File: src/rtl/rvv_pkg.sv
// Shared vector-unit definitions for the writeback path.
// Holds register geometry, SEW encodings, the tail-policy enum and the
// elements-per-register helper used by the merge logic and the stage queue.
package rvv_pkg;

  localparam int VLEN  = 128;
  localparam int VLENB = VLEN / 8;
  localparam int VL_W  = 9;

  localparam logic [2:0] SEW_8  = 3'b000;
  localparam logic [2:0] SEW_16 = 3'b001;
  localparam logic [2:0] SEW_32 = 3'b010;
  localparam logic [2:0] SEW_64 = 3'b011;

  typedef enum logic {
    TAIL_UNDIST   = 1'b0,
    TAIL_AGNOSTIC = 1'b1
  } tail_pol_e;

  // One pending register-file write.
  typedef struct packed {
    logic [4:0]      wa;
    logic [VLEN-1:0] wd;
  } wb_ent_t;

  // Elements per register for a legal SEW code: 16, 8, 4 or 2.
  function automatic logic [4:0] epr(input logic [2:0] sew);
    return 5'(32'd16 >> sew[1:0]);
  endfunction

  function automatic logic sew_legal(input logic [2:0] sew);
    return (sew[2] == 1'b0);
  endfunction

endpackage

File: src/rtl/vwb_merge.sv
// Byte-granular merge of an ALU result with the old destination register.
// Latency: purely combinational. Backpressure: none (no state).
// Ports: res/old data in, vta tail policy, sew code, vl, uop_idx within the
//        LMUL group; wd merged data out, sew_ok high for a legal SEW code.
module vwb_merge
  import rvv_pkg::*;
(
  input  logic [VLEN-1:0] res,
  input  logic [VLEN-1:0] old,
  input  logic            vta,
  input  logic [2:0]      sew,
  input  logic [VL_W-1:0] vl,
  input  logic [2:0]      uop_idx,
  output logic [VLEN-1:0] wd,
  output logic            sew_ok
);

  logic [4:0] epr_w;
  tail_pol_e  pol;

  assign epr_w  = epr(sew);
  assign sew_ok = sew_legal(sew);
  assign pol    = tail_pol_e'(vta);

  genvar b;
  generate
    for (b = 0; b < VLENB; b++) begin : g_byte
      logic [3:0]    elem;
      logic [VL_W:0] e_idx;
      logic          active;
      logic [7:0]    tail_byte;

      // Element number inside this register that owns byte b.
      assign elem = 4'(b) >> sew[1:0];
      // Global element index; one bit wider than vl so the compare never wraps.
      assign e_idx = (VL_W + 1)'(uop_idx) * (VL_W + 1)'(epr_w) + (VL_W + 1)'(elem);
      assign active = (e_idx < {1'b0, vl});
      assign tail_byte = (pol == TAIL_AGNOSTIC) ? 8'hFF : old[8*b +: 8];

      // An illegal SEW leaves the register untouched whatever the tail policy.
      assign wd[8*b +: 8] = !sew_ok ? old[8*b +: 8] :
                            active  ? res[8*b +: 8] : tail_byte;
    end
  endgenerate

endmodule

File: src/rtl/vwb_stage.sv
// Vector writeback stage: merge ALU result with old vd, queue, write to VRF.
// Latency: accept at edge N is on wb_* in cycle N+1 when the queue is empty.
// Backpressure: 2-entry queue; in_ready drops when full, head held while !wb_ready.
// Ports: clk/rst (sync, active-low); in_* ALU result + merge controls with
//        valid/ready; wb_* register-file write with valid/ready and wb_wen;
//        err_seq / err_sew one-cycle error pulses.
module vwb_stage
  import rvv_pkg::*;
(
  input  logic            clk,
  input  logic            rst,
  input  logic            in_valid,
  output logic            in_ready,
  input  logic [4:0]      in_wa,
  input  logic [VLEN-1:0] in_res,
  input  logic [VLEN-1:0] in_old,
  input  logic [2:0]      in_sew,
  input  logic [VL_W-1:0] in_vl,
  input  logic [2:0]      in_uop_idx,
  input  logic            in_vta,
  input  logic            in_last,
  output logic            wb_valid,
  input  logic            wb_ready,
  output logic [4:0]      wb_wa,
  output logic [VLEN-1:0] wb_wd,
  output logic            wb_wen,
  output logic            err_seq,
  output logic            err_sew
);

  logic [1:0] count_q, count_d;
  wb_ent_t    ent0_q, ent0_d;  // queue head
  wb_ent_t    ent1_q, ent1_d;
  logic [2:0] exp_idx_q, exp_idx_d;
  logic       err_seq_q, err_seq_d;
  logic       err_sew_q, err_sew_d;

  logic [VLEN-1:0] merged_wd;
  logic            sew_ok;
  wb_ent_t         new_ent;
  logic            push, pop;

  vwb_merge u_merge (
    .res     (in_res),
    .old     (in_old),
    .vta     (in_vta),
    .sew     (in_sew),
    .vl      (in_vl),
    .uop_idx (in_uop_idx),
    .wd      (merged_wd),
    .sew_ok  (sew_ok)
  );

  // Gating with rst keeps the handshakes dead during the reset cycle itself.
  assign in_ready = rst & (count_q < 2'd2);
  assign wb_valid = rst & (count_q != 2'd0);
  assign wb_wen   = wb_valid & wb_ready;
  assign wb_wa    = ent0_q.wa;
  assign wb_wd    = ent0_q.wd;
  assign err_seq  = err_seq_q;
  assign err_sew  = err_sew_q;

  assign push    = in_valid & in_ready;
  assign pop     = wb_valid & wb_ready;
  assign new_ent = '{wa: in_wa, wd: merged_wd};

  always_comb begin
    count_d = count_q;
    ent0_d  = ent0_q;
    ent1_d  = ent1_q;
    if (pop) begin
      // Shift only when a second entry exists; an emptied head may keep stale data.
      if (count_q == 2'd2) begin
        ent0_d = ent1_q;
      end
      count_d = count_d - 2'd1;
    end
    if (push) begin
      // count_d is now the post-pop occupancy, i.e. the free slot index.
      if (count_d == 2'd0) begin
        ent0_d = new_ent;
      end else begin
        ent1_d = new_ent;
      end
      count_d = count_d + 2'd1;
    end
  end

  always_comb begin
    exp_idx_d = exp_idx_q;
    err_seq_d = 1'b0;
    err_sew_d = 1'b0;
    if (push) begin
      err_seq_d = (in_uop_idx != exp_idx_q);
      err_sew_d = !sew_ok;
      // Resync to whatever arrived so a single gap raises a single pulse.
      exp_idx_d = in_last ? 3'd0 : in_uop_idx + 3'd1;
    end
  end

  always_ff @(posedge clk) begin
    if (!rst) begin
      count_q   <= 2'd0;
      ent0_q    <= '0;
      ent1_q    <= '0;
      exp_idx_q <= 3'd0;
      err_seq_q <= 1'b0;
      err_sew_q <= 1'b0;
    end else begin
      count_q   <= count_d;
      ent0_q    <= ent0_d;
      ent1_q    <= ent1_d;
      exp_idx_q <= exp_idx_d;
      err_seq_q <= err_seq_d;
      err_sew_q <= err_sew_d;
    end
  end

endmodule

File: config.mk
export PLATFORM = sky130hd
export DESIGN_NAME = vwb_stage
export DESIGN_NICKNAME = d
export VERILOG_FILES = /design/src/rtl/rvv_pkg.sv /design/src/rtl/vwb_merge.sv /design/src/rtl/vwb_stage.sv
export SDC_FILE = /design/constraint.sdc
export NUM_CORES = 1
export LEC_CHECK = 0
export ABC_AREA = 1
export BUFFER_PORTS_ARGS = -buffer_cell sky130_fd_sc_hd__buf_2
export CORE_MARGIN = 2
export CORE_UTILIZATION = 50
export CTS_CLUSTER_SIZE = 28
export DETAILED_ROUTE_END_ITERATION = 16
export PLACE_DENSITY = 0.74
export SYNTH_ARGS = -nofsm -noshare
export SYNTH_HDL_FRONTEND = slang
export SYNTH_SLANG_ARGS = --single-unit
File: constraint.sdc
create_clock -name clk -period 6.65 [get_ports clk]
set_clock_uncertainty 0.15 [all_clocks]
set_input_delay 1.6625 -clock clk [delete_from_list [all_inputs] [get_ports clk]]
set_output_delay 1.6625 -clock clk [all_outputs]
set_load 0.05 [all_outputs]
==> flow_metrics.py, run 1 <==
metrics = {
    "drt": {
        "drc": 0,
        "wl_mm": 66.86,
        "dr.pass1.iters": 5,
        "drtAntennaViolNets": 0,
        "vias_per_cell": 5.135,
        "drtIter0Drc": 1771,
        "wl_per_cell_um": 15.44,
        "vias": 22240,
    },
    "finish": {
        "final_util_pct": 59.22,
        "multi_input_area_um2": 11350,
        "layout.nets": 4164,
        "fillerInstances": 4083,
        "drive_gt1_share_pct": 14.44,
        "register_area_um2": 5465,
        "syn_to_final_growth_pct": 17.55,
        "most-common-layout-cells": "nand2_1, inv_1, nand3_1, buf_2, nor2_1",
        "final_common_cell": "nand2_1",
    },
    "setup_path": {
        "critical_path_class": "input port to flip-flop",
        "critPathCaptureType": "flip-flop",
        "path_max_fanout": 10,
        "crit_path_frequent_cell": "nand2_1",
        "path_buf_inv": 6,
        "crit_family": "adder cells",
        "max_stage_delay_ns": 0.59,
        "slowest_stage": "fa_1",
        "worst_ep_required_time_ns": 6.94,
        "arrival_ns": 6.21,
        "worstSetupStartpointType": "input port",
    },
    "synthesis": {
        "synth_cell_types": 35,
        "ys.flop_type": "dfxtp_1",
        "syn_area_um2": 19880,
        "syn_nets": 3838,
        "synthArstFlopShare_pct": 0,
        "synth_warnings": 0,
        "synth_edf_count": 0,
        "synthCells": 3457,
        "ys_seq_area_share_pct": 27.49,
        "avgSynthCellArea_um2": 5.750,
        "synth_seq_cells": 273,
    },
    "pwr": {
        "power.static_leakage_nw": 14.41,
        "seqPwrFrac_pct": 34.9,
        "ir_worst_vdd_mv": 0.1821,
        "switchingPower_mw": 1.996,
        "swShare_pct": 36.74,
        "p_clk_share_pct": 34.2,
        "intPower_mw": 3.436,
        "comb_power_share_pct": 30.9,
        "p_per_area_nw_per_um2": 232.5,
    },
    "grt": {
        "grt_max_degree": 171,
        "antenna_found_initial": 8,
        "overflow": 0,
        "grt_pass1_wl_mm": 105.1,
        "grt_usage_pct": 31.66,
        "grt_pass1_vias": 19850,
    },
    "clocking": {
        "ctsHoldBuffers": 0,
        "htree_levels": 2,
        "clk_pin_slew_ns": 0.05,
        "clock_latency_ns": 0.54,
        "clk_path_buf_depth": 3,
        "cts-root-buf": "clkbuf_16",
        "postCtsSetupBuffers": 0,
        "tritoncts": "built",
        "cts.sinks": 273,
        "cts_resized": 0,
        "cts_buffers": 35,
    },
    "placement": {
        "portBuffers": 419,
        "place_congestion": 0.9545,
        "place_hpwl_mm": 44.22,
        "dpl_worst_slack_ns": 0.2752,
    },
    "status": {
        "outcome": "complete, no violations",
    },
    "timing": {
        "worst_slack_ns": 0.7321,
        "setup_tns_ns": 0,
        "final_max_slew_viol_count": 0,
        "hold_viol": 0,
        "max_freq_mhz": 169.0,
        "setup_violations": 0,
        "worst_pin_slew_ns": 1.216,
        "rsz0062_at_grt": "no",
        "period_share_pct": 88.99,
        "period_needed_ns": 5.918,
        "slew_headroom_pct": 18.96,
    },
    "min_path": {
        "hold_class": "flip-flop to flip-flop",
    },
    "floorplanning": {
        "core_area_um2": 39460,
        "die-area_um2": 41370,
        "io_pins": 420,
        "num_rows": 73,
        "start_util_pct": 50.38,
        "die_w_um": 203.4,
        "dieHeight_um": 203.4,
    },
    "run": {
        "max-cap-violations": 0,
    },
}
-- worst paths after layout --
| kind | startpoint | end | slack, ns | cells past startpoint |
|---|---|---|---|---|
| worst max register to register | count_q[1] | wb_wd[33] | 3.26 | 14 |
| worst min register to register | exp_idx_q[1] | exp_idx_q[1] | 0.33 | 2 |
| worst min-delay path | exp_idx_q[1] | exp_idx_q[1] | 0.33 | 2 |
| worst max-delay path | in_sew[1] | wb_wd[80] | 0.73 | 25 |
-- power groups by stage --
stage	Clock, mW	Combinational (mW)	Sequential (mW)
6_report	1.86	1.68	1.90
4_1_cts	1.89	1.68	1.89
3_3_place_gp	0	1.65	1.93
3_5_place_dp	0	1.67	1.93
5_1_grt	1.95	1.88	1.91
2_1_floorplan	0	0.923	2.22
-- cell type report --
type / instances / area share [%]
clock inverters: 9 / 0.4551
multi-input cells: 2393 / 48.57
well taps: 525 / 2.811
inverters: 617 / 9.953
diodes: 4 / 0.04283
repair buffers: 463 / 10.58
clock buffers: 47 / 4.198
flip-flops and latches: 273 / 23.39
-- cell usage after synthesis (all sizes together), types with 12 or more instances --
master | count | area share, %
buf | 78 | 2.0
nand2 | 1065 | 20
clkbuf | 96 | 1.8
o21ai | 33 | 0.83
xor2 | 28 | 1.3
nor2 | 419 | 8.0
a21oi | 36 | 0.93
nand4 | 123 | 3.9
ha | 90 | 5.7
nand3 | 546 | 14
or2 | 12 | 0.38
dfxtp | 273 | 27
inv | 600 | 11
clkinv | 17 | 0.32
-- routing by layer --
metal	vias up	track usage [%]	wire, um	part of all wire [%]
met3	148	6.711	6067	9.1
met4	12	14.31	2774	4.1
met1	9874	41.28	28250	42
li1	11300	-	-	-
met2	909	50.27	29680	44
met5	-	0	80	0.12
-- registers in the layout, summed over array words and instances, names as in the netlist --
name and count:
err_sew 1, exp_idx_q 3, wb_wd 128, ent1_q 133, wb_wa 5, count_q 2
err_seq 1
-- cell families (layout without fill, tap and decap cells) --
family	after synthesis	after routing	synth area share, %
DFF	273	273	27.49
buffers and inverters	791	1136	15.46
adders and majority gates	99	99	6.571
and+or+nand+nor	2172	2172	46.36
AOI/OAI and AO/OA	80	80	2.190
other	0	4	0
xor gates and xnor gates	39	39	1.756
muxes	3	3	0.1699
-- tightest hold or removal path: stages (launching register included) --
cell and delay (ns):
dfxtp_1 0.31, nand2_1 0.06, a21oi_1 0.05
-- per-stage QoR --
step,hold WS (ns),instance area [um2],total power [mW],instances
after CTS,0.3290,23360,5.461,4327
after global placement,0.3163,22270,3.582,4271
final,0.3308,23370,5.432,4331
after detailed placement,0.3185,22270,3.594,4271
after floorplan,0.3079,19880,3.142,3457
after global routing,0.3512,23360,5.743,4327
Power figures use the tool's default switching activity.
==> run 2, diff against run 1 <==
Settings changed: GPL_ROUTABILITY_DRIVEN from default to 0.
Clock period 6.65 ns to 5.55 ns, I/O delays scaled along.
==> run 2 against run 1 <==
Effect of this change: clock-buffer cell count up 3; die area unchanged; wire length shrank 5.8%; clock power increased by 22%; critical path depth down 1; cell area increased by 2.6%; core utilization grew 1.5 points; cell count is 1.2% higher; first-iteration DRC count down 3.3%; non-clock buffer count increased by 44; sequential cell count unchanged; register-to-register slack got worse by 0.98 ns; critical endpoint is now ent1_q[32]; largest cell class unchanged; highest routed layer unchanged.
==> flow_metrics.py, run 2 (same netlist as run 1, synthesis figures left out) <==
metrics = {
    "clocking": {
        "cts.sinks": 273,
        "htree_levels": 2,
        "cts_buffers": 34,
        "ctsHoldBuffers": 0,
        "tritoncts": "built",
        "clock_latency_ns": 0.54,
        "postCtsSetupBuffers": 0,
        "cts-root-buf": "clkbuf_16",
        "clk_pin_slew_ns": 0.06,
        "clk_path_buf_depth": 3,
        "cts_resized": 0,
    },
    "floorplanning": {
        "die-area_um2": 41370,
        "dieHeight_um": 203.4,
        "start_util_pct": 50.38,
        "num_rows": 73,
        "io_pins": 420,
        "core_area_um2": 39460,
        "die_w_um": 203.4,
    },
    "drt": {
        "wl_per_cell_um": 14.36,
        "vias_per_cell": 5.036,
        "wl_met3_mm": 5.265,
        "dr.pass1.iters": 6,
        "drc": 0,
        "drtIter0Drc": 1713,
        "wl_met1_mm": 27.40,
        "wl_met2_mm": 28.56,
        "drtAntennaViolNets": 0,
        "wl_mm": 62.96,
        "vias": 22070,
        "top_layer_used": "met5",
    },
    "timing": {
        "worst_slack_ns": 0.4757,
        "whs_ns": 0.3302,
        "max_freq_mhz": 197.1,
        "final_max_slew_viol_count": 0,
        "hold_viol": 0,
        "setup_violations": 0,
        "worst_pin_slew_ns": 0.9874,
        "rsz0062_at_grt": "no",
        "slew_headroom_pct": 34.17,
        "period_needed_ns": 5.074,
        "period_share_pct": 91.43,
    },
    "grt": {
        "grt_usage_pct": 29.85,
        "antenna_found_initial": 11,
        "overflow": 0,
        "grt_pass1_vias": 20190,
        "grt_max_degree": 135,
        "grt_pass1_wl_mm": 101.0,
    },
    "placement": {
        "dpl_worst_slack_ns": -0.02836,
        "place_hpwl_mm": 41.44,
        "portBuffers": 419,
    },
    "finish": {
        "largest_reg_flops": 133,
        "register_area_um2": 5465,
        "syn_to_final_growth_pct": 20.61,
        "drive_gt1_share_pct": 15.71,
        "layout.nets": 4207,
        "fillerInstances": 3920,
        "multi_input_area_um2": 11390,
        "largest-register": "ent1_q",
        "most-common-layout-cells": "nand2_1, inv_1, nand3_1, buf_2, nor2_1",
        "final_common_cell": "nand2_1",
    },
    "setup_path": {
        "critical_path_class": "input port to flip-flop",
        "path_buf_inv": 6,
        "path_max_fanout": 18,
        "crit_path_frequent_cell": "nand2_1",
        "slowest_stage": "fa_1",
        "path_cells": "buf_2, inv_1, ha_1, nand2_1, inv_1, fa_1, ha_1, fa_1, xor2_4, inv_2, nor3_1, nand2_1, xor2_1, ha_1, nand2_1, nand2_1, a21oi_2, buf_12, nand3_1, nand2_1, nand3_1, nand3_1, nand2_1, inv_1",
        "max_stage_delay_ns": 0.49,
        "worstSetupStartpointType": "input port",
        "rrSetupSlack_ns": 2.28,
        "critPathCaptureType": "flip-flop",
        "crit_family": "adder cells",
        "worst_ep_required_time_ns": 5.88,
        "arrival_ns": 5.41,
    },
    "pwr": {
        "p_per_area_nw_per_um2": 273.7,
        "ir_worst_vdd_mv": 0.2550,
        "power.static_leakage_nw": 14.72,
        "finalPower_mw": 6.563,
    },
    "status": {
        "outcome": "complete, no violations",
    },
    "run": {
        "max-cap-violations": 0,
    },
    "min_path": {
        "hold_class": "flip-flop to flip-flop",
    },
}
run 2: changes by cell type in the layout (fill, tap and decap cells not counted), sizes merged:
cell    change
clkbuf      +3
buf        +44
inv         -2
diode       +4
clkinv      +4
bufinv      -1
run 2: worst register-to-register path, stage by stage, from the launching register on:
cell and delay, ns:
dfxtp_1 0.39, inv_1 0.06, ha_1 0.19, nor2_2 0.17, nand2_1 0.16, inv_1 0.12, o21ai_0 0.12, ha_1 0.25
inv_1 0.10, nor2_4 0.06, inv_4 0.56, buf_12 0.39, nand3_1 0.23, nand2_1 0.08, inv_1 0.05, nand2_1 0.06
inv_1 0.04
run 2: layer usage:
metal | up-vias | GRT usage, %
met5 | - | 0
met4 | 6 | 11.26
met3 | 105 | 5.018
met2 | 887 | 48.92
met1 | 9678 | 39.32
li1 | 11400 | -
run 2: per-stage QoR:
| stage | cells | setup TNS [ns] | cell area (um2) | utilization [%] |
|---|---|---|---|---|
| after floorplan | 3457 | -0.1703 | 19920 | - |
| after global placement | 4315 | 0 | 22820 | 57.83 |
| after detailed placement | 4315 | -0.3156 | 22820 | 57.83 |
| after CTS | 4375 | 0 | 23960 | 60.71 |
| after global routing | 4381 | 0 | 23970 | 60.75 |
| final | 4383 | 0 | 23980 | 60.77 |
run 2: report_power, final:
part           switching, mW  internal [mW]  leakage (nW)  total (mW)
Sequential             0.111           2.17          2.23        2.28
Clock                  0.895           1.37         0.575        2.27
Combinational           1.37          0.654          11.9        2.02
run 2: final cells by class:
class / count / area share [%]
multi-input cells: 2393 / 47.51
well taps: 525 / 2.740
diodes: 8 / 0.08349
clock inverters: 10 / 0.3131
flip-flops and latches: 273 / 22.79
inverters: 617 / 9.701
repair buffers: 507 / 12.42
clock buffers: 50 / 4.441
run 2: worst paths after layout:
kind,end,from,cells past startpoint
worst max-delay path,ent1_q[32],in_sew[0],24
worst min-delay path,exp_idx_q[1],exp_idx_q[1],2
worst max register to register,wb_wd[91],count_q[1],16
worst min register to register,exp_idx_q[1],exp_idx_q[1],2
